### src/rtl/vga_sync_if.sv
// Raster timing bundle from the VGA sync generator to the monitor pins
// and to the colour stages downstream.
interface vga_sync_if;
  logic       HSYNC;
  logic       VSYNC;
  logic       video_ON;
  logic [9:0] ADDRH;
  logic [9:0] ADDRV;
  logic       PIX_TICK;
  logic       FRAME_START;

  modport master (
    output HSYNC, VSYNC, video_ON, ADDRH, ADDRV, PIX_TICK, FRAME_START
  );

  modport slave (
    input HSYNC, VSYNC, video_ON, ADDRH, ADDRV, PIX_TICK, FRAME_START
  );
endinterface

### src/rtl/vga_sync_gen.sv
// VGA raster timing generator: pixel-rate divider, horizontal/vertical
// counters, and registered sync / visible-area / frame-strobe decodes.
// The decode flops load from the next counter values, so every output
// describes the coordinates shown in the same cycle.
module vga_sync_gen #(
  parameter int unsigned CLK_DIV   = 4,
  parameter int unsigned H_VISIBLE = 640,
  parameter int unsigned H_FP      = 16,
  parameter int unsigned H_SYNC    = 96,
  parameter int unsigned H_BP      = 48,
  parameter int unsigned V_VISIBLE = 480,
  parameter int unsigned V_FP      = 10,
  parameter int unsigned V_SYNC    = 2,
  parameter int unsigned V_BP      = 33
) (
  input  logic       CLK,
  input  logic       RST,
  vga_sync_if.master vga
);

  localparam int unsigned H_TOTAL = H_VISIBLE + H_FP + H_SYNC + H_BP;
  localparam int unsigned V_TOTAL = V_VISIBLE + V_FP + V_SYNC + V_BP;
  localparam int unsigned DIV_W   = $clog2(CLK_DIV);

  localparam logic [DIV_W-1:0] DIV_LAST = DIV_W'(CLK_DIV - 1);
  localparam logic [9:0] H_LAST   = 10'(H_TOTAL - 1);
  localparam logic [9:0] V_LAST   = 10'(V_TOTAL - 1);
  localparam logic [9:0] H_VIS    = 10'(H_VISIBLE);
  localparam logic [9:0] V_VIS    = 10'(V_VISIBLE);
  localparam logic [9:0] HS_START = 10'(H_VISIBLE + H_FP);
  localparam logic [9:0] HS_END   = 10'(H_VISIBLE + H_FP + H_SYNC);
  localparam logic [9:0] VS_START = 10'(V_VISIBLE + V_FP);
  localparam logic [9:0] VS_END   = 10'(V_VISIBLE + V_FP + V_SYNC);

  logic [DIV_W-1:0] div_q, div_d;
  logic [9:0]       addrh_q, addrh_d;
  logic [9:0]       addrv_q, addrv_d;
  logic             hsync_q, hsync_d;
  logic             vsync_q, vsync_d;
  logic             video_on_q, video_on_d;
  logic             pix_tick_q, pix_tick_d;
  logic             frame_start_q, frame_start_d;

  logic pix_step;
  logic h_last;
  logic v_last;

  // Next-state for the divider and raster counters, plus decodes of the next coordinates.
  always_comb begin
    pix_step      = (div_q == DIV_LAST);
    h_last        = (addrh_q == H_LAST);
    v_last        = (addrv_q == V_LAST);
    div_d         = pix_step ? '0 : div_q + 1'b1;
    addrh_d       = addrh_q;
    addrv_d       = addrv_q;

    if (pix_step) begin
      if (h_last) begin
        // Line and frame wrap land on the same edge; no (0, V_LAST) cycle.
        addrh_d = '0;
        addrv_d = v_last ? '0 : addrv_q + 1'b1;
      end else begin
        addrh_d = addrh_q + 1'b1;
      end
    end

    // Strobe only on a genuine wrap, never on the (0,0) after reset.
    frame_start_d = pix_step && h_last && v_last;
    // Tick is high while the divider sits at its last count.
    pix_tick_d    = (div_d == DIV_LAST);
    video_on_d    = (addrh_d < H_VIS) && (addrv_d < V_VIS);
    hsync_d       = !((addrh_d >= HS_START) && (addrh_d < HS_END));
    vsync_d       = !((addrv_d >= VS_START) && (addrv_d < VS_END));
  end

  // State and output registers; reset is asynchronous and returns the raster to (0,0).
  always_ff @(posedge CLK or posedge RST) begin
    if (RST) begin
      div_q         <= '0;
      addrh_q       <= '0;
      addrv_q       <= '0;
      hsync_q       <= 1'b1;
      vsync_q       <= 1'b1;
      video_on_q    <= 1'b0;
      pix_tick_q    <= 1'b0;
      frame_start_q <= 1'b0;
    end else begin
      div_q         <= div_d;
      addrh_q       <= addrh_d;
      addrv_q       <= addrv_d;
      hsync_q       <= hsync_d;
      vsync_q       <= vsync_d;
      video_on_q    <= video_on_d;
      pix_tick_q    <= pix_tick_d;
      frame_start_q <= frame_start_d;
    end
  end

  assign vga.HSYNC       = hsync_q;
  assign vga.VSYNC       = vsync_q;
  assign vga.video_ON    = video_on_q;
  assign vga.ADDRH       = addrh_q;
  assign vga.ADDRV       = addrv_q;
  assign vga.PIX_TICK    = pix_tick_q;
  assign vga.FRAME_START = frame_start_q;

endmodule

### src/flat_wrapper.sv
// flat-port wrapper written by rule: the top's interface ports become plain ports
module vga_sync_gen_flat 
#(
  parameter int unsigned CLK_DIV   = 4,
  parameter int unsigned H_VISIBLE = 640,
  parameter int unsigned H_FP      = 16,
  parameter int unsigned H_SYNC    = 96,
  parameter int unsigned H_BP      = 48,
  parameter int unsigned V_VISIBLE = 480,
  parameter int unsigned V_FP      = 10,
  parameter int unsigned V_SYNC    = 2,
  parameter int unsigned V_BP      = 33
)
  (CLK, RST, vga_HSYNC, vga_VSYNC, vga_video_ON, vga_ADDRH, vga_ADDRV, vga_PIX_TICK, vga_FRAME_START);
  vga_sync_if vga_i ();
  input  logic CLK;
  input  logic RST;
  output wire logic [$bits(vga_i.HSYNC)-1:0] vga_HSYNC;
  output wire logic [$bits(vga_i.VSYNC)-1:0] vga_VSYNC;
  output wire logic [$bits(vga_i.video_ON)-1:0] vga_video_ON;
  output wire logic [$bits(vga_i.ADDRH)-1:0] vga_ADDRH;
  output wire logic [$bits(vga_i.ADDRV)-1:0] vga_ADDRV;
  output wire logic [$bits(vga_i.PIX_TICK)-1:0] vga_PIX_TICK;
  output wire logic [$bits(vga_i.FRAME_START)-1:0] vga_FRAME_START;
  assign vga_HSYNC = vga_i.HSYNC;
  assign vga_VSYNC = vga_i.VSYNC;
  assign vga_video_ON = vga_i.video_ON;
  assign vga_ADDRH = vga_i.ADDRH;
  assign vga_ADDRV = vga_i.ADDRV;
  assign vga_PIX_TICK = vga_i.PIX_TICK;
  assign vga_FRAME_START = vga_i.FRAME_START;
  vga_sync_gen #(.CLK_DIV(CLK_DIV), .H_VISIBLE(H_VISIBLE), .H_FP(H_FP), .H_SYNC(H_SYNC), .H_BP(H_BP), .V_VISIBLE(V_VISIBLE), .V_FP(V_FP), .V_SYNC(V_SYNC), .V_BP(V_BP)) u_core (.CLK(CLK), .RST(RST), .vga(vga_i));
endmodule
### config.mk
export PLATFORM = sky130hd
export DESIGN_NAME = vga_sync_gen_flat
export DESIGN_NICKNAME = d
export VERILOG_FILES = /design/src/rtl/vga_sync_if.sv /design/src/rtl/vga_sync_gen.sv /design/src/flat_wrapper.sv
export SDC_FILE = /design/constraint.sdc
export NUM_CORES = 1
export LEC_CHECK = 0
export BUFFER_PORTS_ARGS = -buffer_cell sky130_fd_sc_hd__buf_2
export CAP_MARGIN = 20
export CORE_MARGIN = 4
export CORE_UTILIZATION = 49
export DETAILED_ROUTE_END_ITERATION = 8
export GPL_TIMING_DRIVEN = 0
export HOLD_SLACK_MARGIN = 0.1
export PLACE_DENSITY = 0.74
export SKIP_LAST_GASP = 1
export SLEW_MARGIN = 0
export SYNTH_ARGS = -nofsm -noshare
export SYNTH_HDL_FRONTEND = slang
export SYNTH_SLANG_ARGS = --single-unit
### constraint.sdc
create_clock -name CLK -period 2 [get_ports CLK]
set_input_delay 0.4 -clock CLK [delete_from_list [all_inputs] [get_ports CLK]]
set_output_delay 0.4 -clock CLK [all_outputs]
set_load 0.03 [all_outputs]
==> summary.txt, run 1 <==
Timing
  • Slew headroom: 64.2%
  • Final hold slack: 0.0791 ns
  • Clock skew: 0.00363 ns
  • Final period utilization: 107%
  • Pins Over Slew Limit: 0
  • Final worst slack: -0.140 ns
  • RSZ-0062 raised after global routing: true
  • Tmin final: 2.14 ns
  • Worst-Margin Slew: 0.533 ns
  • F_max: 467 MHz
  • Final hold violation count: 0
  • Final setup viols: 6
  • Setup TNS: -0.521 ns

Logic synthesis
  • EDFF count, synth: 0
  • Syn nets: 156
  • Mapped Area: 1500 um2
  • Ys flop type: dfrtp_1
  • Register bit count reported by yosys: 27
  • Cell variety after synth: 45
  • Avg Inst Size Synth: 10.0 um2
  • Yosys warnings: 0
  • Cells after Synth: 149
  • Async SR Flop Fraction: 100%
  • Register area share after synthesis: 45.4%

Final layout
  • # diodes: 0
  • Filler cell count: 215
  • Fin util: 69.1%
  • Synthesis-to-finish area growth: 30.8%
  • Sequential cell area: 683 um2
  • Multi-input gate area: 846 um2
  • Share of cells above drive strength 1: 40.8%
  • Final #Nets: 204

CTS
  • Post-CTS Hold Fix Bufs: 0
  • CTS tree: built
  • CTS sink count: 27
  • Clock buffer depth: 2
  • Worst-path clk slew: 0.15 ns
  • Worst-Skew Late Latency: 0.33 ns
  • CTS Root Cell: clkbuf_4
  • Total CTS buffers: 3
  • H-tree levels: 1

Critical path
  • Worst setup EP type: register
  • Startpoint types: register
  • Worst path required time: 2.28 ns
  • Arrival time at the worst endpoint: 2.42 ns
  • WS Path Type: register to register
  • CP max FO: 6
  • Reg2Reg Depth: 6

Route
  • Vias: 1343
  • Routed len/inst: 16.0 um
  • Initial DRC count: 72
  • Final antenna-violating net count: 0
  • DR vias/cell: 5.92
  • # DRC: 0
  • Router iterations before antenna repair: 4
  • Drt total wl: 3630 um

Min path
  • Hold Crit Class: input port to async pin

Placed design
  • Post-DP HPWL: 2350 um
  • Gpl congestion: 0.900
  • IO buf count: 26

Global routing
  • First-pass GRT wire length: 6120 um
  • GRT Util Overall: 18.8%
  • Gr ovfl total: 0
  • Largest net degree at the start of global routing: 28
  • Number of global-route vias before repair: 1306
  • Initial antenna violation count: 0

Floorplanning
  • Die height: 63.2 um
  • Row count: 19
  • I/O Pins: 27
  • Die ar.: 4000 um2
  • Core Region: 2830 um2
  • Die Wd: 63.2 um
  • Initial Utilization: 52.9%

Run status
  • Failing checks: setup timing
  • Status: finished, violations left

Flow run
  • Number of max-cap violations: 0

Pwr
  • Leak: 0.906 nW
  • Power Density: 411 nW/um2
  • VDD IR-drop max: 0.315 mV
stage by stage:
step / power (mW) / cells / area [um2] / setup slack [ns]
CTS: 0.809 / 223 / 1830 / -0.180
global route: 0.839 / 227 / 1960 / -0.199
finish: 0.804 / 227 / 1960 / -0.140
global placement: 0.568 / 206 / 1670 / -0.211
floorplan: 0.564 / 149 / 1500 / -0.208
detailed placement: 0.568 / 206 / 1670 / -0.211
routing by layer:
metal | wire (um) | up-vias | part of all wire, % | global-route usage, %
met1 | 1480 | 642 | 41 | 24.0
li1 | - | 642 | - | -
met4 | 72 | 0 | 2.0 | 5.93
met5 | 0 | - | 0 | 0
met2 | 1840 | 51 | 51 | 32.7
met3 | 234 | 8 | 6.4 | 3.02
where the power goes:
| group | switching (mW) | internal (mW) | total [mW] |
|---|---|---|---|
| Clock | 0.167 | 0.0766 | 0.244 |
| Combinational | 0.0111 | 0.00347 | 0.0145 |
| Sequential | 0 | 0.546 | 0.546 |
| Total | 0.178 | 0.626 | 0.804 |
worst paths after layout:
| kind | from | to | slack [ns] |
|---|---|---|---|
| worst max-delay path | u_core.vga.ADDRH[6]$_DFF_PP0_ | u_core.vga.video_ON$_DFF_PP0_ | -0.14 |
| worst min-delay path | RST | u_core.vga.FRAME_START$_DFF_PP0_ | 0.08 |
| worst max register to register | u_core.vga.ADDRH[6]$_DFF_PP0_ | u_core.vga.video_ON$_DFF_PP0_ | -0.14 |
| worst min register to register | u_core.div_q[1]$_DFF_PP0_ | u_core.vga.PIX_TICK$_DFF_PP0_ | 0.54 |
| min in group CLK | u_core.div_q[1]$_DFF_PP0_ | u_core.vga.PIX_TICK$_DFF_PP0_ | 0.54 |
| max in group asynchronous | RST | u_core.vga.HSYNC$_DFF_PP1_ | 1.35 |
synthesized netlist by cell type, types with 2 or more instances:
cell type  number  area [um2]
nand3_1         7        35.0
nand2b_1        2        12.5
dfrtp_1        25         626
inv_1           9        33.8
o21ai_0         8        40.0
nand4b_1        3        26.3
and3_1          3        18.8
nand2_1         9        33.8
o211ai_1        2        15.0
o21a_1          3        22.5
ha_1            5        62.6
a21oi_1         5        25.0
xnor2_1         6        52.6
dfstp_2         2        52.6
or3_1           2        12.5
mux2i_1         3        30.0
nor4_1          4        25.0
nand4_1         5        31.3
or3_2           3        22.5
xor2_1          4        35.0
nor2_1         11        41.3
clkbuf_8        2        27.5
nor3_1          4        20.0
cell usage in the layout, fill, tap and decap left out, drive strengths merged, types with 2 or more instances in the layout:
cell type,instances
dfrtp,25
nor2,11
o21a,3
and3,3
buf,46
nor4,4
ha,5
nand2b,2
mux2i,3
nor3,4
clkbuf,4
nand3,7
dfstp,2
or4,2
nand2,9
a21oi,5
inv,9
o211ai,2
xnor2,6
or3,5
xor2,4
nand4b,3
nand4,5
o21ai,9
sequential cells by signal, summed over array words and instances, names as in the netlist:
signal,count
u_core.vga.FRAME_START,1
u_core.div_q,2
u_core.vga.VSYNC,1
u_core.vga.HSYNC,1
u_core.vga.video_ON,1
u_core.vga.ADDRV,10
u_core.vga.PIX_TICK,1
u_core.vga.ADDRH,10
critical path, stage by stage (launching register included):
cell	delay, ns
dfrtp_2	0.43
or4b_4	0.58
or3_1	0.34
buf_6	0.15
a311o_1	0.34
o21ai_2	0.07
o2111a_1	0.18
timing repair:
action                     4_1_cts  5_1_grt
gates resized for setup          6       19
buffers inserted                13        5
pin swaps                        6        8
setup endpoints to repair       14       14
logic make-up (layout without fill, tap and decap cells):
group	Yosys count	count (layout)	share of synthesized area, %
DFF	27	27	45.4
buffers and inverters	13	60	5.10
AOI/OAI and AO/OA	29	29	13.4
adders and majority gates	5	5	4.18
xor gates and xnor gates	10	10	5.86
muxes	4	4	2.76
and+or+nand+nor	61	61	23.3
final cells by class:
class                   instances  area share, %
multi-input cells             109           43.3
flip-flops and latches         27           34.9
repair buffers                 44           14.5
plain buffers                   3           2.05
well taps                      31           1.98
inverters                       9           1.73
clock buffers                   3           1.15
clock inverters                 1          0.384
Power figures use the tool's default switching activity.
==> inputs of run 2 (changes only) <==
CORE_UTILIZATION = 52   (was 49)
CTS_BUF_LIST = sky130_fd_sc_hd__clkbuf_2   (was unset)
PLACE_DENSITY = 0.78   (was 0.74)
==> run 2 against run 1 <==
Compared with the run above:
- the flow still finishes with violations (setup timing)
- utilization is 2.2 points higher
- setup slack better by 0.0076 ns
- combinational power is 32% higher
- via count is 3.8% higher
- largest power group unchanged
- critical path depth is 3 higher
- wire length is 3.0% higher
- design area is 0.64% higher
- sequential share of layout area is 0.16 points lower
- clock power is 13% lower
- worst hold slack better by 0.43 ns
==> summary.txt, run 2 (same netlist as run 1, synthesis figures left out) <==
Final layout
  • Fin util: 71.4% (was 69.1%)
  • # diodes: 0 (unchanged)
  • Share of cells above drive strength 1: 42.1% (was 40.8%)
  • Final #Nets: 205 (was 204)
  • Design area: 1970 um2 (was 1960 um2)
  • Most common cell after layout, fill and taps aside: buf_2 (unchanged)
  • Synthesis-to-finish area growth: 31.6% (was 30.8%)
  • Most frequent cells in the layout: 26 x buf_2, 20 x dfrtp_1, 17 x buf_4 (was 26 x buf_2, 21 x dfrtp_1, 14 x buf_4)

Global routing
  • GRT Util Overall: 20.3% (was 18.8%)
  • First-pass GRT wire length: 5790 um (was 6120 um)
  • Initial antenna violation count: 0 (unchanged)
  • Gr ovfl total: 0 (unchanged)
  • Number of global-route vias before repair: 1300 (was 1306)
  • Largest net degree at the start of global routing: 28 (unchanged)

Timing
  • Tmin final: 2.13 ns (was 2.14 ns)
  • F_max: 469 MHz (was 467 MHz)
  • RSZ-0062 raised after global routing: true (unchanged)
  • Slew headroom: 59.6% (was 64.2%)
  • Pins Over Slew Limit: 0 (unchanged)
  • Final period utilization: 107% (about the same)
  • Final hold violation count: 0 (unchanged)
  • Worst-Margin Slew: 0.600 ns (was 0.533 ns)
  • Setup TNS: -0.385 ns (was -0.521 ns)
  • Final setup viols: 6 (unchanged)
  • Final worst slack: -0.132 ns (was -0.140 ns)
  • Clock skew: 0.00819 ns (was 0.00363 ns)
  • Final hold slack: 0.509 ns (was 0.0791 ns)

CTS
  • Worst-path clk slew: 0.25 ns (was 0.15 ns)
  • Clock buffer depth: 2 (unchanged)
  • CTS sink count: 27 (unchanged)
  • Total CTS buffers: 3 (unchanged)
  • CTS tree: built (unchanged)
  • CTS Root Cell: clkbuf_2 (was clkbuf_4)
  • Worst-Skew Late Latency: 0.35 ns (was 0.33 ns)
  • H-tree levels: 1 (unchanged)

Placed design
  • Post-DP HPWL: 2320 um (was 2350 um)
  • Cell Area, Placed: 1670 um2 (unchanged)
  • Gpl congestion: 0.888 (was 0.900)
  • IO buf count: 26 (unchanged)

Critical path
  • Crit-path cells: ha_1 -> clkbuf_8 -> nand4_1 -> buf_4 -> buf_4 -> nor4_1 -> a311o_1 -> o21ai_2 -> o2111a_1 (was or4b_4 -> or3_1 -> buf_6 -> a311o_1 -> o21ai_2 -> o2111a_1)
  • CP max FO: 7 (was 6)
  • Arrival time at the worst endpoint: 2.42 ns (about the same)
  • Most used cell, CP: buf_4
  • Reg2Reg Depth: 9 (was 6)
  • WS Path Type: register to register (unchanged)
  • CP max stage delay: 0.41 ns (was 0.58 ns)
  • Slowest-stage cell, CP: dfrtp_1 (was or4b_4)
  • Startpoint types: register (unchanged)
  • Worst setup EP type: register (unchanged)
  • Worst path required time: 2.28 ns (about the same)

Run status
  • Failing checks: setup timing (unchanged)
  • Status: finished, violations left (unchanged)

Flow run
  • Number of max-cap violations: 0 (unchanged)

Min path
  • Hold Crit Class: input port to async pin (unchanged)

Route
  • # DRC: 0 (unchanged)
  • Final antenna-violating net count: 0 (unchanged)
  • DR vias/cell: 6.11 (was 5.92)
  • Drt total wl: 3740 um (was 3630 um)
  • Router iterations before antenna repair: 6 (was 4)
  • Vias: 1394 (was 1343)
  • Routed len/inst: 16.4 um (was 16.0 um)
  • Initial DRC count: 140 (was 72)

Floorplanning
  • Row count: 19 (unchanged)
  • Initial Utilization: 54.2% (was 52.9%)
  • Die height: 61.6 um (was 63.2 um)
  • Core Region: 2760 um2 (was 2830 um2)
  • Die Wd: 61.6 um (was 63.2 um)
  • I/O Pins: 27 (unchanged)
  • Die ar.: 3800 um2 (was 4000 um2)

Pwr
  • VDD IR-drop max: 0.416 mV (was 0.315 mV)
  • Leak: 0.902 nW (was 0.906 nW)
  • Power Density: 396 nW/um2 (was 411 nW/um2)
  • Power, Total: 779 uW (was 804 uW)
-- run 2: cell count changes in the layout (fill, tap and decap cells not counted), sizes merged --
cell         before  now
clkinvlp          1    0
clkbuf            4    6
dlygate4sd3       0    1
buf              46   45
-- run 2: cell type report --
class                           count  area, um2
Buffer                              2       27.5
Clock buffer                        4       20.0
Fill cell                         207        790
Inverter                            9       33.8
Multi-Input combinational cell    109        857
Sequential cell                    27        684
Tap cell                           31       38.8
Timing Repair Buffer               46        307
-- run 2: path summary, 6_finish.rpt --
| kind | startpoint | endpoint | slack [ns] |
|---|---|---|---|
| min | RST | u_core.vga.ADDRV[2]$_DFF_PP0_ | 0.51 |
| min in group CLK | u_core.div_q[0]$_DFF_PP0_ | u_core.div_q[0]$_DFF_PP0_ | 0.55 |
| min reg2reg | u_core.div_q[0]$_DFF_PP0_ | u_core.div_q[0]$_DFF_PP0_ | 0.55 |
| max reg2reg | u_core.div_q[0]$_DFF_PP0_ | u_core.vga.video_ON$_DFF_PP0_ | -0.13 |
| max in group asynchronous | RST | u_core.vga.VSYNC$_DFF_PP1_ | 1.01 |
| max | u_core.div_q[0]$_DFF_PP0_ | u_core.vga.video_ON$_DFF_PP0_ | -0.13 |
-- run 2: power by group --
group | internal, mW | total (mW) | switching (mW)
sequential | 0.547 | 0.547 | 0
clock | 0.0528 | 0.213 | 0.160
combinational | 0.00751 | 0.0192 | 0.0117
total | 0.608 | 0.779 | 0.171
-- run 2: through the flow --
step,std cells,worst slack (ns)
finish,228,-0.132
global route,228,-0.221
CTS,221,-0.116
detailed placement,206,-0.230
global placement,206,-0.194
floorplan,149,-0.208
-- run 2: repair_timing --
item                                   4_1_cts  5_1_grt
endpoints found under the hold margin        0        6
hold buffers                                 0        1
resized for setup                           17        9
setup buffers                               13        6
setup endpoints to repair                   14       13
pin swaps                                    5        5
-- run 2: worst max-delay path, delay by kind of cell (launching register included) --
family,cells,cell delay [ns]
compound gates,3,0.43
flops,1,0.41
fa+ha+maj,1,0.17
simple gates,2,0.56
buf+inv,3,0.51
-- run 2: metal layers --
layer  wire length (um)  share of wire, %  GRT usage (%)  vias up
met5                  0                 0              0        -
met4                126               3.4           9.39        0
met3                219               5.9           2.94       17
met2               1920                51           35.7       59
met1               1470                39           24.1      675
li1                   -                 -              -      643
